==> src/rtl/cpuclk_align_if.sv <==
// CPU clock aligner bus: host/decode inputs and CPU clock outputs.
// The master side drives the controls; the slave side is the clock generator.
interface cpuclk_align_if #(
    parameter int DIV_W = 4,
    parameter int CNT_W = 16
);
    logic             host_phi0;
    logic             hs_en;
    logic [DIV_W-1:0] div_sel;
    logic             cycle_is_host;
    logic             cnt_clr;
    logic             cpu_phi2;
    logic             host_cycle;
    logic             cycle_end;
    logic [CNT_W-1:0] host_wait_cnt;

    modport master (
        output host_phi0, hs_en, div_sel, cycle_is_host, cnt_clr,
        input  cpu_phi2, host_cycle, cycle_end, host_wait_cnt
    );

    modport slave (
        input  host_phi0, hs_en, div_sel, cycle_is_host, cnt_clr,
        output cpu_phi2, host_cycle, cycle_end, host_wait_cnt
    );
endinterface

==> src/rtl/cpuclk_align_m.sv <==
// Single-domain CPU clock generator: fast divided cycles, or cycles stretched so
// CPU PHI2 overlaps a full host PHI0 high phase.
//   state     | meaning
//   PH1       | CPU PHI1 (low), counting down the low half-period
//   PH2       | fast CPU PHI2 (high), counting down div_lat
//   WAIT_RISE | CPU low, waiting for a synchronised host PHI0 rising edge
//   HOST_PH2  | CPU high, waiting for the host PHI0 falling edge
//   HOLD      | CPU high for HOLD_CYCLES after the host fall
module cpuclk_align_m #(
    parameter int DIV_W       = 4,
    parameter int SYNC_STAGES = 2,
    parameter int HOLD_CYCLES = 1,
    parameter int CNT_W       = 16
) (
    input logic            hsclk,
    input logic            resetb,
    cpuclk_align_if.slave  bus
);

    typedef enum logic [2:0] {
        PH1       = 3'd0,
        PH2       = 3'd1,
        WAIT_RISE = 3'd2,
        HOST_PH2  = 3'd3,
        HOLD      = 3'd4
    } state_t;

    localparam logic [DIV_W-1:0] HOLD_INIT = DIV_W'(HOLD_CYCLES - 1);
    localparam logic [CNT_W-1:0] CNT_MAX   = '1;

    state_t                 state, state_nxt;
    logic [SYNC_STAGES-1:0] sync_q;
    logic                   ph0_s, ph0_p, rise, fall;
    logic [DIV_W-1:0]       cnt, cnt_nxt, div_lat, div_lat_nxt;
    logic                   need_host;
    logic                   phi2_q, host_q, end_q;
    logic                   phi2_nxt, host_nxt, end_nxt;
    logic [CNT_W-1:0]       wait_cnt;

    assign ph0_s = sync_q[SYNC_STAGES-1];
    assign rise  = ph0_s & ~ph0_p;
    assign fall  = ~ph0_s & ph0_p;

    always_ff @(posedge hsclk or negedge resetb) begin
        if (!resetb) begin
            sync_q <= '0;
            ph0_p  <= 1'b0;
        end else begin
            sync_q <= {sync_q[SYNC_STAGES-2:0], bus.host_phi0};
            ph0_p  <= ph0_s;
        end
    end

    always_ff @(posedge hsclk or negedge resetb) begin
        if (!resetb) begin
            state   <= PH1;
            cnt     <= '0;
            div_lat <= '0;
            phi2_q  <= 1'b0;
            host_q  <= 1'b0;
            end_q   <= 1'b0;
        end else begin
            state   <= state_nxt;
            cnt     <= cnt_nxt;
            div_lat <= div_lat_nxt;
            phi2_q  <= phi2_nxt;
            host_q  <= host_nxt;
            end_q   <= end_nxt;
        end
    end

    always_comb begin
        state_nxt   = state;
        cnt_nxt     = cnt;
        div_lat_nxt = div_lat;
        need_host   = bus.cycle_is_host | ~bus.hs_en;
        case (state)
            PH1: begin
                if (cnt == '0) begin
                    if (need_host) begin
                        state_nxt = WAIT_RISE;
                    end else begin
                        state_nxt = PH2;
                        cnt_nxt   = div_lat;
                    end
                end else begin
                    cnt_nxt = cnt - DIV_W'(1);
                end
            end
            PH2, HOLD: begin
                if (cnt == '0) begin
                    state_nxt   = PH1;
                    cnt_nxt     = bus.div_sel;
                    div_lat_nxt = bus.div_sel;
                end else begin
                    cnt_nxt = cnt - DIV_W'(1);
                end
            end
            WAIT_RISE: begin
                if (rise) state_nxt = HOST_PH2;
            end
            HOST_PH2: begin
                if (fall) begin
                    state_nxt = HOLD;
                    cnt_nxt   = HOLD_INIT;
                end
            end
            default: state_nxt = PH1;
        endcase
        // Outputs are registered from the next state so they track the state flop exactly.
        phi2_nxt = (state_nxt == PH2) || (state_nxt == HOST_PH2) || (state_nxt == HOLD);
        host_nxt = (state_nxt == WAIT_RISE) || (state_nxt == HOST_PH2) || (state_nxt == HOLD);
        end_nxt  = (state_nxt == PH1) && ((state == PH2) || (state == HOLD));
    end

    always_ff @(posedge hsclk or negedge resetb) begin
        if (!resetb) begin
            wait_cnt <= '0;
        end else if (bus.cnt_clr) begin
            wait_cnt <= '0;
        end else if ((state == WAIT_RISE) && (wait_cnt != CNT_MAX)) begin
            wait_cnt <= wait_cnt + 1'b1;
        end
    end

    assign bus.cpu_phi2      = phi2_q;
    assign bus.host_cycle    = host_q;
    assign bus.cycle_end     = end_q;
    assign bus.host_wait_cnt = wait_cnt;

endmodule

==> src/flat_wrapper.sv <==
// flat-port wrapper written by rule: the top's interface ports become plain ports
module cpuclk_align_m_flat 
#(
    parameter int DIV_W       = 4,
    parameter int SYNC_STAGES = 2,
    parameter int HOLD_CYCLES = 1,
    parameter int CNT_W       = 16
)
  (hsclk, resetb, bus_host_phi0, bus_hs_en, bus_div_sel, bus_cycle_is_host, bus_cnt_clr, bus_cpu_phi2, bus_host_cycle, bus_cycle_end, bus_host_wait_cnt);
  cpuclk_align_if #(.DIV_W(DIV_W), .CNT_W(CNT_W)) bus_i ();
  input logic hsclk;
  input logic resetb;
  input wire logic [$bits(bus_i.host_phi0)-1:0] bus_host_phi0;
  input wire logic [$bits(bus_i.hs_en)-1:0] bus_hs_en;
  input wire logic [$bits(bus_i.div_sel)-1:0] bus_div_sel;
  input wire logic [$bits(bus_i.cycle_is_host)-1:0] bus_cycle_is_host;
  input wire logic [$bits(bus_i.cnt_clr)-1:0] bus_cnt_clr;
  output wire logic [$bits(bus_i.cpu_phi2)-1:0] bus_cpu_phi2;
  output wire logic [$bits(bus_i.host_cycle)-1:0] bus_host_cycle;
  output wire logic [$bits(bus_i.cycle_end)-1:0] bus_cycle_end;
  output wire logic [$bits(bus_i.host_wait_cnt)-1:0] bus_host_wait_cnt;
  assign bus_i.host_phi0 = bus_host_phi0;
  assign bus_i.hs_en = bus_hs_en;
  assign bus_i.div_sel = bus_div_sel;
  assign bus_i.cycle_is_host = bus_cycle_is_host;
  assign bus_i.cnt_clr = bus_cnt_clr;
  assign bus_cpu_phi2 = bus_i.cpu_phi2;
  assign bus_host_cycle = bus_i.host_cycle;
  assign bus_cycle_end = bus_i.cycle_end;
  assign bus_host_wait_cnt = bus_i.host_wait_cnt;
  cpuclk_align_m #(.DIV_W(DIV_W), .SYNC_STAGES(SYNC_STAGES), .HOLD_CYCLES(HOLD_CYCLES), .CNT_W(CNT_W)) u_core (.hsclk(hsclk), .resetb(resetb), .bus(bus_i));
endmodule
==> config.mk <==
export PLATFORM = sky130hd
export DESIGN_NAME = cpuclk_align_m_flat
export DESIGN_NICKNAME = d
export VERILOG_FILES = /design/src/rtl/cpuclk_align_if.sv /design/src/rtl/cpuclk_align_m.sv /design/src/flat_wrapper.sv
export SDC_FILE = /design/constraint.sdc
export NUM_CORES = 1
export LEC_CHECK = 0
export CORE_ASPECT_RATIO = 0.5
export CORE_MARGIN = 10
export CORE_UTILIZATION = 30
export CTS_CLUSTER_DIAMETER = 50
export DETAILED_ROUTE_END_ITERATION = 12
export PLACE_DENSITY = 0.49
export SYNTH_ARGS = -nofsm -noshare
export SYNTH_HDL_FRONTEND = slang
export SYNTH_SLANG_ARGS = --single-unit
==> constraint.sdc <==
create_clock -name hsclk -period 2.4 [get_ports hsclk]
set_clock_uncertainty 0.1 [all_clocks]
set_input_delay 0.36 -clock hsclk [delete_from_list [all_inputs] [get_ports hsclk]]
set_output_delay 0.36 -clock hsclk [all_outputs]
set_load 0.005 [all_outputs]
## Word-level counts from Yosys, hierarchy flattened

Index checks and enable logic that the tools add are counted.

- Register bits after elaboration: 33
- Logic and storage cells: 56
- Input bits: 10

- Bitwise logic cells: 6
- Reductions and logical operators: 15
- Eq/ne operators: 11
- Multiplexer cells: 13
- Add/sub/neg operators: 2

Operators with widths:

| operator | count |
|---|---|
| $mux W16 | 2 |
| $add A16 B1 Y16 const B | 1 |
| $mux W4 | 4 |
| $ne A16 B16 Y1 const B | 1 |
| $eq A3 B2 Y1 const B | 4 |
| $mux W3 | 4 |
| $pmux W3 S4 | 1 |
| $pmux W4 S3 | 1 |
| $eq A3 B1 Y1 const B | 2 |
| $eq A3 B3 Y1 const B | 2 |
| $logic_not A3 Y1 | 2 |
| $logic_or A1 B1 Y1 | 5 |
| $logic_not A4 Y1 | 1 |
| $sub A4 B1 Y4 const B | 1 |
| $ne A3 B3 Y1 const B | 1 |
| $not A1 Y1 | 3 |
| $reduce_and A3 Y1 | 1 |
| $reduce_bool A3 Y1 | 1 |
| $and A1 B1 Y1 | 2 |
| $logic_and A1 B1 Y1 | 2 |
| $mux W2 | 1 |
| $ne A2 B1 Y1 const B | 1 |
| $reduce_and A2 Y1 | 1 |
| $reduce_bool A2 Y1 | 1 |
| 2 further kinds | 2 |

## Depth between registers and ports, before layout

- Depth after elaboration: 8
- Gate-level depth with buffers: 7

## Least setup slack after synthesis

No wires, ideal clock.

- Path kind: register to register
- Start point: register u_core.wait_cnt[0], in the netlist u_core.bus.host_wait_cnt[0]
- End point: register u_core.wait_cnt[1], in the netlist u_core.bus.host_wait_cnt[1]
- Slack: 0.487 ns
- Cell stages (with the launch flop): 8
- Arrival: 1.681 ns
- Clock period less this slack: 1.913 ns
- Required time: 2.168 ns
- Cell sequence: dfrtp_1 -> ha_1 -> nand4_1 -> o41ai_2 -> buf_4 -> buf_4 -> mux2i_1 -> nor2_1

- Longest elaborated chain between the ends: 3
- Elaborated cells on any way between the ends: 6

Ends and longest elaborated chain:

| what | RTL line | source |
|---|---|---|
| from (decl) | cpuclk_align_m.sv:38 | `logic [CNT_W-1:0] wait_cnt;` |
| from (signal assigned) | cpuclk_align_m.sv:122 | `wait_cnt <= wait_cnt + 1'b1;` |
| $add A16 B1 Y16 or $ne A16 B16 Y1 (tied branches) | cpuclk_align_m.sv:122, cpuclk_align_m.sv:121 |  |
| $mux W16 or $logic_and A1 B1 Y1 (tied branches) | cpuclk_align_m.sv:121 | `end else if ((state == WAIT_RISE) && (wait_cnt != CNT_MAX)) begin` |
| $mux W16 or $reduce_bool A2 Y1 (tied branches) | - |  |

Parallel ways exist; a longest one is shown, timed or not. The select of a mux whose other input is x is not followed.
A chain may end at the register's enable or synchronous reset.

## Worst setup path after layout

- Start point: register u_core.cnt[0]
- End point: register u_core.div_lat[2]

- Longest elaborated chain between the ends: 2

Ends and longest elaborated chain:

| what | RTL line | source |
|---|---|---|
| from (decl) | cpuclk_align_m.sv:34 | `logic [DIV_W-1:0] cnt, cnt_nxt, div_lat, div_lat_nxt;` |
| from (signal assigned) | cpuclk_align_m.sv:64 | `cnt <= cnt_nxt;` |
| $logic_not A4 Y1 | cpuclk_align_m.sv:91 | `if (cnt == '0) begin` |
| $reduce_and A2 Y1 (no source line) | - |  |
| to (signal assigned) | cpuclk_align_m.sv:65 | `div_lat <= div_lat_nxt;` |
| to (decl) | cpuclk_align_m.sv:34 |  |

Every way passes these cells.

==> run_results.csv <==
group,metric,value,unit
die,io_pins,29,
critical_path,startpoint,"u_core.cnt[0]$_DFFE_PN0P_",
sta,holdWs,246.7,ps
die,start_util,31.65,%
die,die_h,74.28,um
global_routing,grt_usage,9.415,%
clocking,clk_pin_slew,50,ps
sta,setup_ws,307.4,ps
place,gp_congestion,0.8211,
yosys,synth.area.top_cells,"dfrtp_1, a21oi_1, o21ai_0",
critical_path,required,2460,ps
sta,fmax,477.9,MHz
yosys,ys.flop_type,"dfrtp_1",
critical_path,cp_data_arrival_time,2150,ps
place,io_buffers,28,
yosys,synth_nets,193,
clocking,clk_latency,270,ps
yosys,synth.avg_cell_area,9.768,sq um
clocking,tritoncts,"yes",
flow_run,maxCapViolations,0,
yosys,async_flop_share,100.0,%
route,dr_total_vias,1477,
place,hpwl,3029,um
yosys,ys_top_cells_by_count,"dfrtp_1, a21oi_1, o21ai_0",
die,core,5587,sq um
global_routing,grt_pass1_wl,7507,um
global_routing,grt_overflow,0,
critical_path,cp_top_family,"simple AND/OR/NAND/NOR gates",
cells_and_area,nNetsFinal,224,
critical_path,crit_fanout,7,
cells_and_area,drive_gt1_share,12.21,%
critical_path,slowest_delay,510,ps
yosys,synth_cells,181,
route,finalWirelength,4163,um
cells_and_area,n_antenna_cell,0,
yosys,synth.largest_area_cell,"dfrtp_1",
route,drcViolationCount,0,
route,ant_nets,0,
pwr,power.density,948.8,nW/um^2
critical_path,endpoint_kind,"flip-flop",
min_path,holdCritPathClass,"flip-flop to flip-flop",
pwr,vdd_drop_max,325.1,uV
sta,tightest_slew,429.6,ps
global_routing,grt_max_degree,34,
yosys,synth_edf_count,0,
clocking,h-tree-depth,2,
pwr,leakagePower,0.9033,nW
cells_and_area,area_growth,27.95,%
critical_path,path_class,"flip-flop to flip-flop",
clocking,cts_resized,0,
sta,finalMaxSlewViolations,0,
clocking,clockRootBuffer,"clkbuf_16",
global_routing,antenna_found_initial,0,
critical_path,cp_num_buf_inv,1,
route,wire_per_inst,14.56,um
sta,finalHoldViolations,0,
critical_path,crit_path_cell_trace,"inv_1, ha_1, or4b_1, nor2_2, mux2_2",
route,dr.pass1.iters,4,
yosys,synth_most_common_cell,"dfrtp_1",
sta,rsz0062_at_grt,"false",
sta,relSlewSlack,71.36,%
clocking,clock_sink_count,33,
cells_and_area,fill_cells,555,
sta,fin_crit,2093,ps
critical_path,crit_path_top_delay_cell,"or4b_1",
sta,setup_viol,0,
run_status,outcome,"finished clean",
place,dpl_worst_slack,326.7,ps
die,rows,19,
clocking,clockBufferDepth,2,
cells_and_area,multiInputGateArea,869.6,sq um
yosys,synth_area,1768,sq um
yosys,ys_types,44,
clocking,cts_inserted_buffers,5,
critical_path,r2r_start,"u_core.cnt[0]$_DFFE_PN0P_",
die,fp.dieW,128.6,um
sta,fin_crit_sh,87.19,%
sta,final.setup.tns,0,ps
route,dr.first_iter.drc_count,87,
yosys,synth-seq-area-share,46.71,%
yosys,ys_seq_elements,33,
critical_path,crit_path_start_kind,"flip-flop",
global_routing,grt_pass1_vias,1575,
die,dieArea,9550,sq um
clocking,postCtsSetupBuffers,0,
clocking,hold_buffers,0,
cells_and_area,regArea,825.8,sq um
yosys,yosysWarnings,0,
min_path,min_from,"u_core.sync_q[0]$_DFF_PN0_",
yosys,synth_top_cell_area_share,46.71,%
route,drt-vias-per-instance,5.164,
[through the flow]
stage | power (W) | util [%] | area [sq um] | instances
after global placement | 0.001547 | 38.01 | 2123 | 278
after floorplan | 0.001354 | - | 1768 | 181
final | 0.002146 | 40.49 | 2262 | 286
after detailed placement | 0.001553 | 38.01 | 2123 | 278
after CTS | 0.002174 | 40.49 | 2262 | 286
after global routing | 0.002323 | 40.49 | 2262 | 286
[where the power goes]
part	leakage (nW)	switching, W	internal (W)	total, W
sequential	0.427	0.000148	0.000677	0.000825
combinational	0.406	0.000349	0.000367	0.000716
clock	0.0706	0.000225	0.000380	0.000605
[registers in the layout, summed over array words and instances (netlist names)]
signal and cells:
u_core.bus.host_wait_cnt 16, u_core.div_lat 4, u_core.sync_q 2, u_core.bus.host_cycle 1, u_core.state 3, u_core.cnt 4, u_core.bus.cpu_phi2 1, u_core.ph0_p 1
u_core.bus.cycle_end 1
[worst reg2reg max path, stage by stage, from the launching register on]
cell and delay [ps]:
dfrtp_1 400, inv_1 70, ha_1 220, or4b_1 510
nor2_2 300, mux2_2 380
[cell usage in the layout, fill, tap and decap left out, drive strengths merged, types with 5 or more instances in the layout]
cell type,instances
or4,5
clkbuf,6
dfrtp,33
or3,6
nand4,6
nand3,10
clkdlybuf4s50,28
mux2,5
nand2,9
inv,5
a21oi,18
o21ai,13
nor2,11
buf,5
o31ai,6
[per-layer routing]
layer | wire length (um) | up-vias | track usage (%)
met5 | 0 | - | 0
li1 | - | 734 | -
met2 | 1979 | 26 | 15.93
met3 | 236 | 2 | 3.050
met1 | 1933 | 715 | 11.43
met4 | 14 | 0 | 2.577
[cell families after synthesis]
| kind of cell | Yosys count | share of synthesized area, % |
|---|---|---|
| AND/OR/NAND/NOR | 72 | 24.35 |
| AO/OA/AOI/OAI | 51 | 18.12 |
| flip-flops | 33 | 46.71 |
| buffers and inverters | 14 | 4.104 |
| multiplexers | 7 | 4.317 |
| XOR/XNOR | 2 | 0.9910 |
| adder cells (fa/ha/maj) | 2 | 1.415 |
[worst paths after layout]
path	end	slack (ps)	depth (start not counted)
setup / recovery	u_core.div_lat[2]$_DFFE_PN0P_	310	5
hold / removal	u_core.sync_q[1]$_DFF_PN0_	250	0
setup reg to reg	u_core.div_lat[2]$_DFFE_PN0P_	310	5
hold reg to reg	u_core.sync_q[1]$_DFF_PN0_	250	0
max in group asynchronous	u_core.cnt[2]$_DFFE_PN0P_	1500	2
min in group asynchronous	u_core.div_lat[1]$_DFFE_PN0P_	390	2
[final cells by class]
class                   count  area share (%)
multi-input cells         134           38.44
flip-flops and latches     33           36.50
repair buffers             33           14.05
clock buffers               6           5.697
well taps                  73           4.038
inverters                   5          0.8296
clock inverters             2          0.4425
No activity file was read; power rests on OpenSTA's default activity.
